<file path="config.mk">
export PLATFORM = sky130hd
export DESIGN_NAME = xgemac_tx_arbiter
export DESIGN_NICKNAME = d
export VERILOG_FILES = /design/src/rtl/xgemac_tx_arbiter.sv
export SDC_FILE = /design/constraint.sdc
export NUM_CORES = 1
export LEC_CHECK = 0
export ABC_AREA = 1
export ABC_CLOCK_PERIOD_IN_PS = 3900
export BUFFER_PORTS_ARGS = -buffer_cell sky130_fd_sc_hd__buf_4
export CORE_ASPECT_RATIO = 0.75
export CORE_MARGIN = 2
export CORE_UTILIZATION = 50
export CTS_CLUSTER_DIAMETER = 120
export DETAILED_ROUTE_END_ITERATION = 10
export PLACE_DENSITY = 0.84
export SLEW_MARGIN = 20
export SYNTH_ARGS = -nofsm -noshare
export SYNTH_HDL_FRONTEND = slang
export SYNTH_SLANG_ARGS = --single-unit
</file>
<file path="constraint.sdc">
create_clock -name clk_156m25 -period 3.9 [get_ports clk_156m25]
set_clock_uncertainty 0.15 [all_clocks]
set_input_delay 0.39 -clock clk_156m25 [delete_from_list [all_inputs] [get_ports clk_156m25]]
set_output_delay 0.39 -clock clk_156m25 [all_outputs]
set_load 0.03 [all_outputs]
</file>
<file path="src/rtl/xgemac_tx_arbiter.sv">
// ---------------------------------------------------------------------------
// xgemac_tx_arbiter
//
// Packet-granular round-robin arbiter in front of the XGEMAC packet TX
// interface (clk_156m25 domain). Up to NUM_REQ sources compete for the MAC;
// once a source wins with a sop word it keeps the grant until its eop word
// has been accepted, so packets are never interleaved on pkt_tx_*.
//
// Malformed traffic is handled locally:
//   - a non-sop word presented while no packet is open is accepted and
//     discarded, and the source sees a one-cycle err_pulse;
//   - a sop word arriving inside an open packet closes that packet (sent as
//     an eop word with mod 0), raises err_pulse, and the new packet's first
//     word is lost.
//
// Ports
//   clk_156m25, reset_156m25_n   core clock, async active-low reset
//   arb_en                       allow new grants (open packet always finishes)
//   req_val/sop/eop/mod/data     per-requester word interface (packed lanes)
//   req_ready                    per-requester accept strobe (combinational)
//   pkt_tx_full                  MAC TX FIFO full; blocks every req_ready
//   pkt_tx_val/sop/eop/mod/data  registered word stream to the MAC
//   grant_id, busy               current owner and packet-open status
//   err_pulse                    one-cycle protocol error pulse per requester
//   tx_pkt_cnt                   wrapping count of eop words sent to the MAC
// ---------------------------------------------------------------------------
module xgemac_tx_arbiter #(
   parameter int NUM_REQ = 2,
   parameter int CNT_W   = 16
) (
   input  logic                    clk_156m25,
   input  logic                    reset_156m25_n,
   input  logic                    arb_en,
   input  logic [NUM_REQ-1:0]      req_val,
   input  logic [NUM_REQ-1:0]      req_sop,
   input  logic [NUM_REQ-1:0]      req_eop,
   input  logic [NUM_REQ*3-1:0]    req_mod,
   input  logic [NUM_REQ*64-1:0]   req_data,
   output logic [NUM_REQ-1:0]      req_ready,
   input  logic                    pkt_tx_full,
   output logic                    pkt_tx_val,
   output logic                    pkt_tx_sop,
   output logic                    pkt_tx_eop,
   output logic [2:0]              pkt_tx_mod,
   output logic [63:0]             pkt_tx_data,
   output logic [2:0]              grant_id,
   output logic                    busy,
   output logic [NUM_REQ-1:0]      err_pulse,
   output logic [CNT_W-1:0]        tx_pkt_cnt
);

   typedef enum logic {
      ST_IDLE = 1'b0,
      ST_PKT  = 1'b1
   } state_t;

   localparam logic [2:0] LAST_IDX = 3'(NUM_REQ - 1);

   state_t               r_state;
   logic [2:0]           r_ptr;
   logic [2:0]           r_grant;
   logic                 r_busy;
   logic                 r_txVal;
   logic                 r_txSop;
   logic                 r_txEop;
   logic [2:0]           r_txMod;
   logic [63:0]          r_txData;
   logic [NUM_REQ-1:0]   r_err;
   logic [CNT_W-1:0]     r_cnt;

   logic                 w_winValid;
   logic [2:0]           w_win;
   logic                 w_grantNew;
   logic [NUM_REQ-1:0]   w_drop;
   logic [NUM_REQ-1:0]   w_ready;
   logic [2:0]           w_sel;
   logic                 w_selVal;
   logic                 w_selSop;
   logic                 w_selEop;
   logic [2:0]           w_selMod;
   logic [63:0]          w_selData;
   logic                 w_acc;
   logic                 w_sopErr;
   logic                 w_outSop;
   logic                 w_outEop;
   logic [2:0]           w_outMod;
   logic [NUM_REQ-1:0]   w_errNext;

   // Round-robin successor of a requester index.
   function automatic logic [2:0] nextIdx(input logic [2:0] idx);
      return (idx == LAST_IDX) ? 3'd0 : idx + 3'd1;
   endfunction

   // Round-robin search: the first requester at or after r_ptr (wrapping)
   // that presents a sop word. Single-word and multi-word packets are treated
   // the same here; the eop bit only matters once the word is accepted.
   always_comb begin
      w_winValid = 1'b0;
      w_win      = 3'd0;
      for (int k = 0; k < NUM_REQ; k++) begin
         for (int i = 0; i < NUM_REQ; i++) begin
            if (!w_winValid && (i == (int'(r_ptr) + k) % NUM_REQ)
                && req_val[i] && req_sop[i]) begin
               w_winValid = 1'b1;
               w_win      = 3'(i);
            end
         end
      end
   end

   // Grant decision and the IDLE-state drop of stray non-sop words. Drops
   // ignore arb_en (a stray word must never block its source) but still
   // respect pkt_tx_full so no ready is ever raised while the MAC is full.
   always_comb begin
      w_grantNew = (r_state == ST_IDLE) && w_winValid && arb_en && !pkt_tx_full;
      w_drop     = '0;
      if ((r_state == ST_IDLE) && !pkt_tx_full) begin
         w_drop = req_val & ~req_sop;
      end
   end

   // Ready generation. In PKT only the owner may move; in IDLE the winner
   // and any dropped requesters are accepted in the same cycle. Ready is
   // forced low while reset is asserted so nothing is taken during reset.
   always_comb begin
      w_ready = '0;
      if (r_state == ST_IDLE) begin
         w_ready = w_drop;
         for (int i = 0; i < NUM_REQ; i++) begin
            if (w_grantNew && (3'(i) == w_win)) begin
               w_ready[i] = 1'b1;
            end
         end
      end else begin
         for (int i = 0; i < NUM_REQ; i++) begin
            if (3'(i) == r_grant) begin
               w_ready[i] = !pkt_tx_full;
            end
         end
      end
      req_ready = reset_156m25_n ? w_ready : '0;
   end

   // Lane mux for the requester whose word may reach the MAC this cycle:
   // the fresh winner in IDLE, the current owner in PKT.
   always_comb begin
      w_sel     = (r_state == ST_IDLE) ? w_win : r_grant;
      w_selVal  = 1'b0;
      w_selSop  = 1'b0;
      w_selEop  = 1'b0;
      w_selMod  = 3'd0;
      w_selData = 64'd0;
      for (int i = 0; i < NUM_REQ; i++) begin
         if (3'(i) == w_sel) begin
            w_selVal  = req_val[i];
            w_selSop  = req_sop[i];
            w_selEop  = req_eop[i];
            w_selMod  = req_mod[3*i +: 3];
            w_selData = req_data[64*i +: 64];
         end
      end
   end

   // Accept qualification and sop-in-packet repair. A sop seen while a
   // packet is open terminates that packet on the MAC side: the word goes
   // out as a plain eop word with all 8 bytes valid.
   always_comb begin
      if (r_state == ST_IDLE) begin
         w_acc = w_grantNew;
      end else begin
         w_acc = w_selVal && !pkt_tx_full;
      end
      w_sopErr  = (r_state == ST_PKT) && w_acc && w_selSop;
      w_outSop  = w_sopErr ? 1'b0 : w_selSop;
      w_outEop  = w_sopErr ? 1'b1 : w_selEop;
      w_outMod  = w_sopErr ? 3'd0 : w_selMod;
      w_errNext = w_drop;
      for (int i = 0; i < NUM_REQ; i++) begin
         if (w_sopErr && (3'(i) == r_grant)) begin
            w_errNext[i] = 1'b1;
         end
      end
   end

   // Arbiter FSM with its registered outputs. The output word register
   // loads only on an accept; otherwise pkt_tx_val drops and the rest hold.
   // The packet counter steps on the same edge that presents an eop word,
   // so it is already updated while that word is on pkt_tx_*. The round-robin
   // pointer moves past the owner only when its packet closes.
   always_ff @(posedge clk_156m25 or negedge reset_156m25_n) begin
      if (!reset_156m25_n) begin
         r_state  <= ST_IDLE;
         r_ptr    <= 3'd0;
         r_grant  <= 3'd0;
         r_busy   <= 1'b0;
         r_txVal  <= 1'b0;
         r_txSop  <= 1'b0;
         r_txEop  <= 1'b0;
         r_txMod  <= 3'd0;
         r_txData <= 64'd0;
         r_err    <= '0;
         r_cnt    <= '0;
      end else begin
         r_txVal <= w_acc;
         r_err   <= w_errNext;
         if (w_acc) begin
            r_txSop  <= w_outSop;
            r_txEop  <= w_outEop;
            r_txMod  <= w_outMod;
            r_txData <= w_selData;
            if (w_outEop) begin
               r_cnt <= r_cnt + CNT_W'(1);
            end
         end
         case (r_state)
            ST_IDLE: begin
               if (w_grantNew) begin
                  if (w_selEop) begin
                     r_ptr <= nextIdx(w_win);
                  end else begin
                     r_state <= ST_PKT;
                     r_grant <= w_win;
                     r_busy  <= 1'b1;
                  end
               end
            end
            ST_PKT: begin
               if (w_acc && (w_selEop || w_selSop)) begin
                  r_state <= ST_IDLE;
                  r_busy  <= 1'b0;
                  r_ptr   <= nextIdx(r_grant);
               end
            end
            default: begin
               r_state <= ST_IDLE;
               r_busy  <= 1'b0;
            end
         endcase
      end
   end

   assign pkt_tx_val  = r_txVal;
   assign pkt_tx_sop  = r_txSop;
   assign pkt_tx_eop  = r_txEop;
   assign pkt_tx_mod  = r_txMod;
   assign pkt_tx_data = r_txData;
   assign grant_id    = r_grant;
   assign busy        = r_busy;
   assign err_pulse   = r_err;
   assign tx_pkt_cnt  = r_cnt;

endmodule

</file>
# Yosys cells after proc, flatten, opt, wreduce, memory -nomap -nowiden
# Cells that the tools add are included.
# word_totals
regBits	94
input_bits	144
output_inout_bits	94
wordCells	112
# classes
n_addsub	4
n_eq_ne	10
mux	45
bitwise_logic	5
n_reduce_logical	37
# ops
cell	n
64-bit two-way mux	2
32-bit zero test	2
1-bit two-way mux	33
1-bit logical AND	23
16-bit by 1-bit adder with 16-bit output, second input constant	1
3-bit two-way mux	4
1-bit by 3-bit == test with 1-bit output, first input constant	3
3-bit zero test	3
3-bit AND reduction	3
3-bit by 1-bit == test with 1-bit output, second input constant	2
2-bit two-way mux	3
2-bit inequality test, second input constant	3
1-bit one-hot mux with 2 select lines	3
1-bit zero test	4
1-bit adder, second input constant	3
2-bit AND	1
2-bit == test, first input constant	1
2-bit by 1-bit inequality test with 1-bit output, second input constant	1
1-bit NOT	2
2-bit NOT	1
2-bit AND reduction	1
1-bit AND, first input constant	1
1-bit logical OR	1

# Depth between registers and ports, before layout
# Gate-level depths: netlist of the first run.
# logic_depth
ltp_word	29
ltp_mapped	13
ltp_nobuf	11

# Least setup slack after synthesis of the first run
# OpenSTA, ideal clock, no wires.
# synth_path
kind	register -> output
start	register r_grant[0], in the netlist grant_id[0]
end	output port req_ready[1]
t_arrival_ns	1.396
required_time_ns	3.360
slack_ns	1.964
path_stages_with_launch	5
n_path_buf	0
cell_sequence	dfrtp_1 inv_1 nand2_2 o211ai_1 a21oi_1
# synth_via
elab_chain_cells	4
# synth_lines
item	line	source
start: declaration	61	logic [2:0] r_grant;
start signal: assignment	222	r_grant <= w_win;
1-bit by 3-bit == test with 1-bit output	136	if (3'(i) == r_grant) begin
1-bit two-way mux	136	
2-bit two-way mux	127	if (r_state == ST_IDLE) begin
2-bit two-way mux	141	req_ready = reset_156m25_n ? w_ready : '0;
end: declaration	39	output logic [NUM_REQ-1:0] req_ready,
# Every way passes these cells.

# Final worst setup path of the first run
# layout_path
start	register r_grant[0], in the netlist grant_id[0]
end	register r_state
# layout_via
elab_chain_cells	9
elab_cells_between_ends	17
classes_between	eq/ne: 1; mux: 12; reduce/logical: 4
# layout_lines
item	line	source
3-bit two-way mux (*)	147	w_sel = (r_state == ST_IDLE) ? w_win : r_grant;
3-bit zero test	154	if (3'(i) == w_sel) begin
1-bit two-way mux (2 in series)	154	
1-bit logical AND	171	w_acc = w_selVal && !pkt_tx_full;
1-bit two-way mux	168	if (r_state == ST_IDLE) begin
1-bit logical AND	228	if (w_acc && (w_selEop || w_selSop)) begin
1-bit two-way mux	228	
1-bit one-hot mux with 2 select lines (*)	215	case (r_state)
end signal: assignment	221	r_state <= ST_PKT;
end signal: assignment	229	r_state <= ST_IDLE;
end signal: assignment	235	r_state <= ST_IDLE;
end: declaration	59	state_t r_state;
# Every way passes the cells marked *; elsewhere a longest branch is shown, timed or not.
# A chain may end at the register's enable or synchronous reset.

==> results of run 1 <==
## cell type report
| type | count | share of cell area [%] |
|---|---|---|
| Clock buffer | 11 | 3.457 |
| Clock inverter | 4 | 1.051 |
| Inverter | 91 | 4.865 |
| Multi-Input combinational cell | 434 | 29.69 |
| Sequential cell | 92 | 32.79 |
| Tap cell | 132 | 2.352 |
| Timing Repair Buffer | 241 | 25.80 |
## timing repair
| item | CTS | global route |
|---|---|---|
| gates resized for setup | 0 | 0 |
| setup endpoints to repair | 0 | 0 |
| endpoints found under the hold margin | 24 | 0 |
| hold buffers | 1 | 0 |
## per-stage QoR
stage               hold WS (ns)  utilization, %  area [µm²]
CTS                       0.1422           73.00        7022
detailed placement        0.1765           69.60        6695
finish                    0.1503           73.00        7022
floorplan               -0.05559               -        4945
global placement          0.1736           69.60        6695
global route              0.1528           73.00        7022
## worst max-delay path, delay by kind of cell (launching register included)
kind | cells | cell delay (ns)
buffers and inverters | 3 | 0.85
DFF | 1 | 0.41
and+or+nand+nor | 6 | 1.36
## layer usage
metal	wire (µm)	up-vias	global-route usage (%)
met1	6214	2429	34.76
met4	439	0	10.52
met5	0	-	0
li1	-	2516	-
met2	7267	241	46.46
met3	1140	35	6.662
## flip-flops by register name, indices dropped and copies added (netlist names)
register,cells
pkt_tx_eop,1
tx_pkt_cnt,16
pkt_tx_mod,3
err_pulse,2
pkt_tx_val,1
grant_id,1
r_state,1
r_ptr,1
pkt_tx_sop,1
busy,1
pkt_tx_data,64
## cell usage in the layout, fill, tap and decap left out, drive strengths merged
master,count
a21oi,2
ha,1
xor2,7
nand4,18
o21ai,6
inv,91
conb,2
dlygate4sd3,1
o22ai,1
nand3b,1
nor2,18
nand3,36
clkinv,2
o21a,1
o211ai,66
nor3,3
clkbuf,11
bufinv,2
nand2,268
dfrtp,92
buf,240
xnor2,4
## power breakdown
group | total, W | leakage, nW | switching [W] | internal [W]
logic | 0.00273 | 2.74 | 0.00182 | 0.000906
registers | 0.00160 | 1.16 | 0.000257 | 0.00134
clock network | 0.000924 | 0.156 | 0.000348 | 0.000575
total | 0.00525 | 4.06 | 0.00243 | 0.00283
## final timing paths
| path | from | endpoint | slack, ns |
|---|---|---|---|
| max | grant_id[0]$_DFFE_PN0P_ | r_state$_DFF_PN0_ | 0.94 |
| min | req_data[71] | pkt_tx_data[7]$_DFFE_PN0N_ | 0.15 |
| min in group asynchronous | reset_156m25_n | pkt_tx_val$_DFF_PN0_ | 0.35 |
| max in group asynchronous | reset_156m25_n | pkt_tx_data[30]$_DFFE_PN0N_ | 2.09 |
| max reg2reg | grant_id[0]$_DFFE_PN0P_ | r_state$_DFF_PN0_ | 0.94 |
| min reg2reg | pkt_tx_data[24]$_DFFE_PN0N_ | pkt_tx_data[24]$_DFFE_PN0N_ | 0.33 |
## cells by family after synthesis
group	Yosys count	share of synthesized area, %
AO/OA/AOI/OAI	76	11.12
other	1	0.07590
flip-flops	92	46.59
adder cells (fa/ha/maj)	1	0.2532
buffers and inverters	128	11.29
AND/OR/NAND/NOR	344	28.72
XOR/XNOR	11	1.950
==> impl_metrics.py, run 1 <==
metrics = {
    "pwr": {
        "p_per_area_nw_per_um2": 747.8,
        "vdd_drop_max_v": 0.0004101,
        "leakagePower_nw": 4.061,
        "power.total_w": 0.005251,
    },
    "placement": {
        "place.gp.congestion": 0.9520,
        "dpl_worst_slack_ns": 0.8779,
        "place_inst": 989,
        "portBuffers": 235,
        "dp_hpwl_mm": 10.94,
    },
    "detailed_routing": {
        "drt-total-wl_mm": 15.06,
        "dr.pass1.iters": 5,
        "drc_errors": 0,
        "detail_route.vias_per_cell": 5.195,
        "routedWlPerCell_um": 14.99,
        "antenna_left": 0,
        "drt_iter0_drc": 430,
        "num_vias": 5221,
    },
    "sta": {
        "fin_crit_sh_pct": 75.88,
        "worstMarginPinSlew_ns": 0.8459,
        "tns_ns": 0,
        "period_needed_ns": 2.959,
        "fin_ws_ns": 0.9407,
        "fmax_mhz": 337.9,
        "slew_headroom_pct": 43.60,
        "rsz0062_at_grt": "no",
        "drv_slew": 0,
        "finalHoldViolCount": 0,
        "setup_violations": 0,
    },
    "die": {
        "start_util_pct": 51.37,
        "ios": 238,
        "core_um2": 9619,
        "die_area_um2": 10700,
        "die_w_um": 118.8,
        "dieHeight_um": 90.09,
        "row_count": 31,
    },
    "global_route": {
        "antenna_found_initial": 0,
        "grt_pass1_vias": 4951,
        "grt_pass1_wl_mm": 23.87,
        "grt_max_degree": 70,
        "overflow": 0,
        "grt_usage_pct": 27.69,
    },
    "finish": {
        "final_nets": 1014,
        "multiInputGateArea_um2": 2085,
        "ff_latch_area_um2": 2302,
        "drive_gt1_share_pct": 30.13,
        "area_delta_synth_final_pct": 42.11,
        "instances_no_fill": 1005,
        "fillers": 788,
        "antennaDiodeCount": 0,
    },
    "clock_tree": {
        "cts.sinks": 92,
        "cts-root-buf": "clkbuf_16",
        "cts_tree": "done",
        "cts_setup_buffers": 0,
        "cts_buffers": 9,
        "clkLatencyLatePin_ns": 0.34,
        "cts_htree_levels": 3,
        "clk_pin_slew_ns": 0.06,
        "cts_buffer_depth": 2,
    },
    "worst_hold_path": {
        "hold_class": "input pin to flop",
        "hold_depth": 3,
    },
    "worst_setup_path": {
        "worst_r2r_path_depth": 9,
        "slowest_stage": "buf_4",
        "path_max_fanout": 69,
        "cp.required_ns": 3.97,
        "cpPeakStageDelay_ns": 0.61,
        "end_kind": "flop",
        "startpoint_type": "flop",
        "path_cells": "inv_1, nand2_2, nand2_4, buf_4, nand2_1, nand3_2, nor2_1, inv_1, nand2_1",
        "crit_arrival_ns": 3.03,
        "path_class": "flop to flop",
    },
    "synthesis": {
        "syn_area_um2": 4941,
        "synth.yosys.seq_area_share_pct": 46.59,
        "syn_inst": 653,
        "synth_top_area_cell": "dfrtp_1",
        "syn_area_per_cell_um2": 7.567,
        "ys_seq_elements": 92,
        "synth_edf_count": 0,
        "synthFlopType": "dfrtp_1",
        "synth.distinct_cells": 26,
        "async_flop_share_pct": 100.0,
        "synth_commonest_cells": "262 x nand2_1, 92 x dfrtp_1, 89 x inv_1",
        "ys_top_cells_by_area": "dfrtp_1 47%, nand2_1 20%, o211ai_1 10%",
        "yosysMostFrequentCell": "nand2_1",
        "yosys_warnings": 0,
        "yosysTopAreaCellShare_pct": 46.59,
    },
    "job": {
        "drv_cap": 0,
    },
    "run_status": {
        "status": "finished clean",
    },
}
(Power assumes the default switching activity.)
==> run 2, diff against run 1 <==
Settings changed: ABC_CLOCK_PERIOD_IN_PS 3900 to 2400, CORE_UTILIZATION 50 to 42, PLACE_DENSITY 0.84 to 0.75.
Clock period 3.9 ns to 2.4 ns, I/O delays scaled along.
==> run 2 against run 1 <==
  * Sequential share of layout area fell by 1.0 points
  * Largest cell class unchanged
  * Global-route usage fell by 4.4 points
  * Clock power rose by 63%
  * Combinational power rose by 66%
  * Total power rose by 64%
  * Sequential power rose by 59%
  * Via count fell by 2.0%
  * Critical path depth fell by 3
  * Worst setup slack got worse by 0.72 ns
  * Count of clock-buffer cells in the layout fell by 1
  * Critical path type is now flop to output pin
==> impl_metrics.py, run 2 (synthesized netlist as in run 1, its figures left out) <==
metrics = {
    "run_status": {
        "status": "finished clean",
    },
    "pwr": {
        "power.switching_w": 0.003965,
        "seqPwrFrac_pct": 29.7,
        "pwr-share-comb_pct": 52.8,
        "p_int_w": 0.004643,
        "vdd_drop_max_v": 0.0005770,
        "p_per_area_nw_per_um2": 1188,
        "p_clk_share_pct": 17.6,
        "swShare_pct": 46.06,
        "leakagePower_nw": 4.150,
    },
    "sta": {
        "fin_ws_ns": 0.2199,
        "tns_ns": 0,
        "holdWs_ns": 0.008271,
        "setup_violations": 0,
        "slew_headroom_pct": 57.95,
        "drv_slew": 0,
        "worstMarginPinSlew_ns": 0.6307,
        "period_needed_ns": 2.180,
        "fmax_mhz": 458.7,
        "fin_crit_sh_pct": 90.84,
        "rsz0062_at_grt": "no",
        "finalHoldViolCount": 0,
    },
    "worst_setup_path": {
        "path_cells": "nor2_1, nand3_1, inv_1, a21oi_1, a21oi_1, buf_4",
        "slowest_stage": "dfrtp_1",
        "critPathBufInv": 2,
        "path_class": "flop to output pin",
        "path_max_fanout": 6,
        "cpPeakStageDelay_ns": 0.45,
        "end_kind": "output pin",
        "path_delay_family": "flip-flops",
        "cp.required_ns": 2.01,
        "crit_arrival_ns": 1.79,
        "cp_common_cell": "a21oi_1",
        "startpoint_type": "flop",
    },
    "die": {
        "row_count": 34,
        "die_w_um": 129.2,
        "die_area_um2": 12660,
        "core_um2": 11530,
        "start_util_pct": 42.86,
        "ios": 238,
        "dieHeight_um": 97.93,
    },
    "placement": {
        "place.gp.congestion": 0.9235,
        "place_inst": 1027,
        "dp_hpwl_mm": 10.73,
        "placed_cell_area_um2": 6823,
        "dpl_worst_slack_ns": 0.3291,
        "portBuffers": 235,
    },
    "finish": {
        "area_delta_synth_final_pct": 46.70,
        "final_nets": 1032,
        "antennaDiodeCount": 0,
        "instances_no_fill": 1054,
        "drive_gt1_share_pct": 30.49,
        "final_common_cell": "nand2_1",
        "fin_area_um2": 7248,
        "largest_reg_flops": 64,
        "final_cell_mix": "262 x nand2_1, 246 x buf_4, 92 x dfrtp_1",
    },
    "detailed_routing": {
        "antenna_left": 0,
        "drc_errors": 0,
        "detail_route.vias_per_cell": 4.855,
        "routedWlPerCell_um": 13.98,
        "drt_iter0_drc": 302,
        "drt-total-wl_mm": 14.74,
        "num_vias": 5117,
        "dr.pass1.iters": 5,
    },
    "clock_tree": {
        "cts_tree": "done",
        "cts_resized": 0,
        "cts_setup_buffers": 0,
        "cts_htree_levels": 3,
        "clkLatencyLatePin_ns": 0.33,
        "clk_pin_slew_ns": 0.07,
        "cts-root-buf": "clkbuf_16",
        "cts_buffer_depth": 2,
        "cts_buffers": 9,
        "cts.sinks": 92,
    },
    "global_route": {
        "overflow": 0,
        "grt_max_degree": 66,
        "grt_usage_pct": 23.31,
        "antenna_found_initial": 0,
        "grt_pass1_wl_mm": 23.61,
        "grt_pass1_vias": 4637,
    },
    "job": {
        "drv_cap": 0,
    },
    "worst_hold_path": {
        "hold_class": "input pin to flop",
    },
}
[run 2: timing repair]
item,CTS,global route
hold buffers,10,1
hold endpoints to repair,43,1
endpoints found under the setup margin,0,0
[run 2: layout make-up]
type                    count  area [µm²]
fillers                  1036        4280
inverters                  91       341.6
multi-input cells         434        2090
clock inverters             6       86.33
flip-flops and latches     92        2302
well taps                 162       202.7
clock buffers              10       229.0
repair buffers            259        1997
[run 2: tightest hold or removal path, stage by stage]
cell and delay, ns:
buf_4 0.07, o211ai_1 0.08, nand2_1 0.06
[run 2: layer usage]
layer	global-route usage [%]	routed length, µm	vias up
li1	-	-	2544
met1	32.73	6694	2328
met2	35.51	6567	217
met3	5.918	1142	28
met4	7.191	333	0
met5	0	0	-
[run 2: stage by stage]
| step | utilization (%) | power [W] |
|---|---|---|
| after floorplan | - | 0.005436 |
| after global placement | 59.18 | 0.007056 |
| after detailed placement | 59.18 | 0.007120 |
| after CTS | 62.78 | 0.008674 |
| after global routing | 62.87 | 0.009176 |
| final | 62.87 | 0.008608 |
[run 2: worst paths after layout]
kind	from	end	slack (ns)	cells past startpoint
worst min register to register	pkt_tx_data[51]$_DFFE_PN0N_	pkt_tx_data[51]$_DFFE_PN0N_	0.33	2
min in group asynchronous	reset_156m25_n	r_ptr[0]$_DFFE_PN0P_	0.20	2
worst min-delay path	req_data[77]	pkt_tx_data[13]$_DFFE_PN0N_	0.008	3
worst max register to register	r_state$_DFF_PN0_	tx_pkt_cnt[11]$_DFFE_PN0P_	0.27	7
max in group asynchronous	reset_156m25_n	pkt_tx_data[35]$_DFFE_PN0N_	1.19	3
worst max-delay path	r_state$_DFF_PN0_	req_ready[1]	0.22	6
[run 2: power groups by stage]
stage | Clock, W | Combinational, W | Sequential (W)
after floorplan | 0 | 0.00169 | 0.00375
after global placement | 0 | 0.00450 | 0.00255
after detailed placement | 0 | 0.00455 | 0.00257
after CTS | 0.00155 | 0.00457 | 0.00255
after global routing | 0.00162 | 0.00492 | 0.00263
final | 0.00151 | 0.00454 | 0.00255
==> run 3, diff against run 2 <==
Settings changed: CORE_MARGIN 2 to 1.5.
==> run 3 against run 2 <==
  * Sequential power is essentially flat
  * Global-route usage grew 1.5 points
  * Count of clock-buffer cells in the layout grew 3
  * Worst setup slack lost 0.044 ns
  * Clock power grew 3%
  * Largest power group unchanged
==> impl_metrics.py, run 3 (synthesized netlist as in run 1, its figures left out) <==
metrics = {
    "worst_setup_path": {
        "path_cells": "nor2_1, nand3_1, nand2_4, buf_4, o211ai_1, nand2_1",
        "cpPeakStageDelay_ns": 0.47,
        "path_class": "flop to flop",
        "endpoint": "pkt_tx_data[40]$_DFFE_PN0N_",
        "worst_r2r_path_depth": 6,
        "crit_arrival_ns": 2.35,
        "crit_start": "r_state$_DFF_PN0_",
        "slowest_stage": "dfrtp_1",
        "r2r-start": "r_state$_DFF_PN0_",
        "worstReg2RegEnd": "pkt_tx_data[40]$_DFFE_PN0N_",
        "cp.required_ns": 2.52,
        "end_kind": "flop",
        "startpoint_type": "flop",
        "path_max_fanout": 40,
        "r2r_slack_ns": 0.18,
    },
    "sta": {
        "slew_headroom_pct": 40.13,
        "fmax_mhz": 449.6,
        "tns_ns": 0,
        "setup_violations": 0,
        "worstMarginPinSlew_ns": 0.8981,
        "rsz0062_at_grt": "no",
        "fin_crit_sh_pct": 92.67,
        "period_needed_ns": 2.224,
        "drv_slew": 0,
        "finalHoldViolCount": 0,
    },
    "pwr": {
        "p_per_area_nw_per_um2": 1180,
        "leakagePower_nw": 4.233,
        "vdd_drop_max_v": 0.0006126,
    },
    "global_route": {
        "grt_pass1_wl_mm": 24.56,
        "grt_max_degree": 136,
        "antenna_found_initial": 0,
        "grt_usage_pct": 24.84,
        "overflow": 0,
        "grt_pass1_vias": 4941,
    },
    "worst_hold_path": {
        "hold_depth": 3,
        "hold_class": "input pin to flop",
        "hp-start": "req_data[77]",
    },
    "finish": {
        "fillers": 1008,
        "antennaDiodeCount": 0,
        "drive_gt1_share_pct": 29.30,
        "final_cell_mix": "262 x nand2_1, 240 x buf_4, 92 x dfrtp_1",
        "area_delta_synth_final_pct": 50.97,
        "final_common_cell": "nand2_1",
        "largest_reg_flops": 64,
        "fin_area_um2": 7460,
        "final_nets": 1048,
    },
    "die": {
        "die_w_um": 128.2,
        "ios": 238,
        "row_count": 34,
        "start_util_pct": 42.86,
        "die_area_um2": 12430,
        "core_um2": 11530,
        "dieHeight_um": 96.93,
    },
    "clock_tree": {
        "clkLatencyLatePin_ns": 0.34,
        "cts_tree": "done",
        "cts-root-buf": "clkbuf_16",
        "clk_pin_slew_ns": 0.06,
        "cts_buffer_depth": 2,
        "cts_htree_levels": 3,
        "cts.sinks": 92,
        "cts_buffers": 9,
        "cts_setup_buffers": 0,
    },
    "placement": {
        "portBuffers": 235,
        "dp_hpwl_mm": 10.23,
        "place.gp.congestion": 0.9373,
        "placed_cell_area_um2": 6778,
    },
    "detailed_routing": {
        "antenna_left": 0,
        "num_vias": 5196,
        "routedWlPerCell_um": 14.51,
        "detail_route.vias_per_cell": 4.856,
        "drt_iter0_drc": 290,
        "drc_errors": 0,
        "drt-total-wl_mm": 15.53,
        "dr.pass1.iters": 5,
    },
    "job": {
        "drv_cap": 0,
    },
    "run_status": {
        "status": "finished clean",
    },
}
[run 3: cell count changes in the layout (fill, tap and decap cells not counted), sizes merged]
cell         change
clkbuf           +4
inv              -1
clkinv           -1
clkinvlp         -1
buf              -6
dlygate4sd3     +21
[run 3: timing repair]
action                     in CTS  in global routing
hold endpoints to repair       53                  0
resized for setup               0                  1
hold buffers                   32                  0
setup endpoints to repair       0                 25
[run 3: routing by layer]
metal / wire [µm] / track usage (%) / share of wire (%)
met1: 6854 / 33.02 / 44
met2: 7107 / 39.25 / 46
met3: 1065 / 5.476 / 6.9
met4: 499 / 10.29 / 3.2
met5: 0 / 0 / 0
[run 3: critical path: cells and delay by family (launching register included)]
kind | cells | cell delay (ns)
AOI/OAI and AO/OA | 1 | 0.17
buffers and inverters | 1 | 0.45
DFF | 1 | 0.47
and+or+nand+nor | 4 | 0.89
[run 3: layout make-up]
| type | instances | area (µm²) | area share (%) |
|---|---|---|---|
| clock buffer | 13 | 260.3 | 3.489 |
| sequential | 92 | 2302 | 30.86 |
| tap | 162 | 202.7 | 2.717 |
| clock inverter | 3 | 68.82 | 0.9225 |
| multi-input combinational | 434 | 2090 | 28.01 |
| timing repair buffer | 275 | 2195 | 29.42 |
| inverter | 91 | 341.6 | 4.579 |
[run 3: metrics by stage]
stage,power (W),util (%),instances,setup WS (ns),hold slack (ns)
after global routing,0.009350,64.71,1070,0.01503,0.01030
final,0.008804,64.71,1070,0.1759,0.01027
after detailed placement,0.007105,58.79,1021,0.1755,0.02061
after global placement,0.007035,58.79,1021,0.2190,0.01793
after floorplan,0.005436,-,654,0.5750,-0.2056
after CTS,0.008738,64.42,1069,0.1301,0.0008945
[run 3: worst min path at each step]
stage | to | slack [ns]
floorplan | busy$_DFFE_PN0P_ | -0.21
global placement | tx_pkt_cnt[5]$_DFFE_PN0P_ | 0.02
detailed placement | tx_pkt_cnt[5]$_DFFE_PN0P_ | 0.02
CTS | pkt_tx_data[13]$_DFFE_PN0N_ | 0.0009
global route | pkt_tx_data[17]$_DFFE_PN0N_ | 0.01
finish | pkt_tx_data[13]$_DFFE_PN0N_ | 0.01
[run 3: power by group]
part / total, W / internal [W] / switching (W)
Sequential: 0.00256 / 0.00218 / 0.000380
Combinational: 0.00468 / 0.00161 / 0.00307
Clock: 0.00156 / 0.000973 / 0.000590
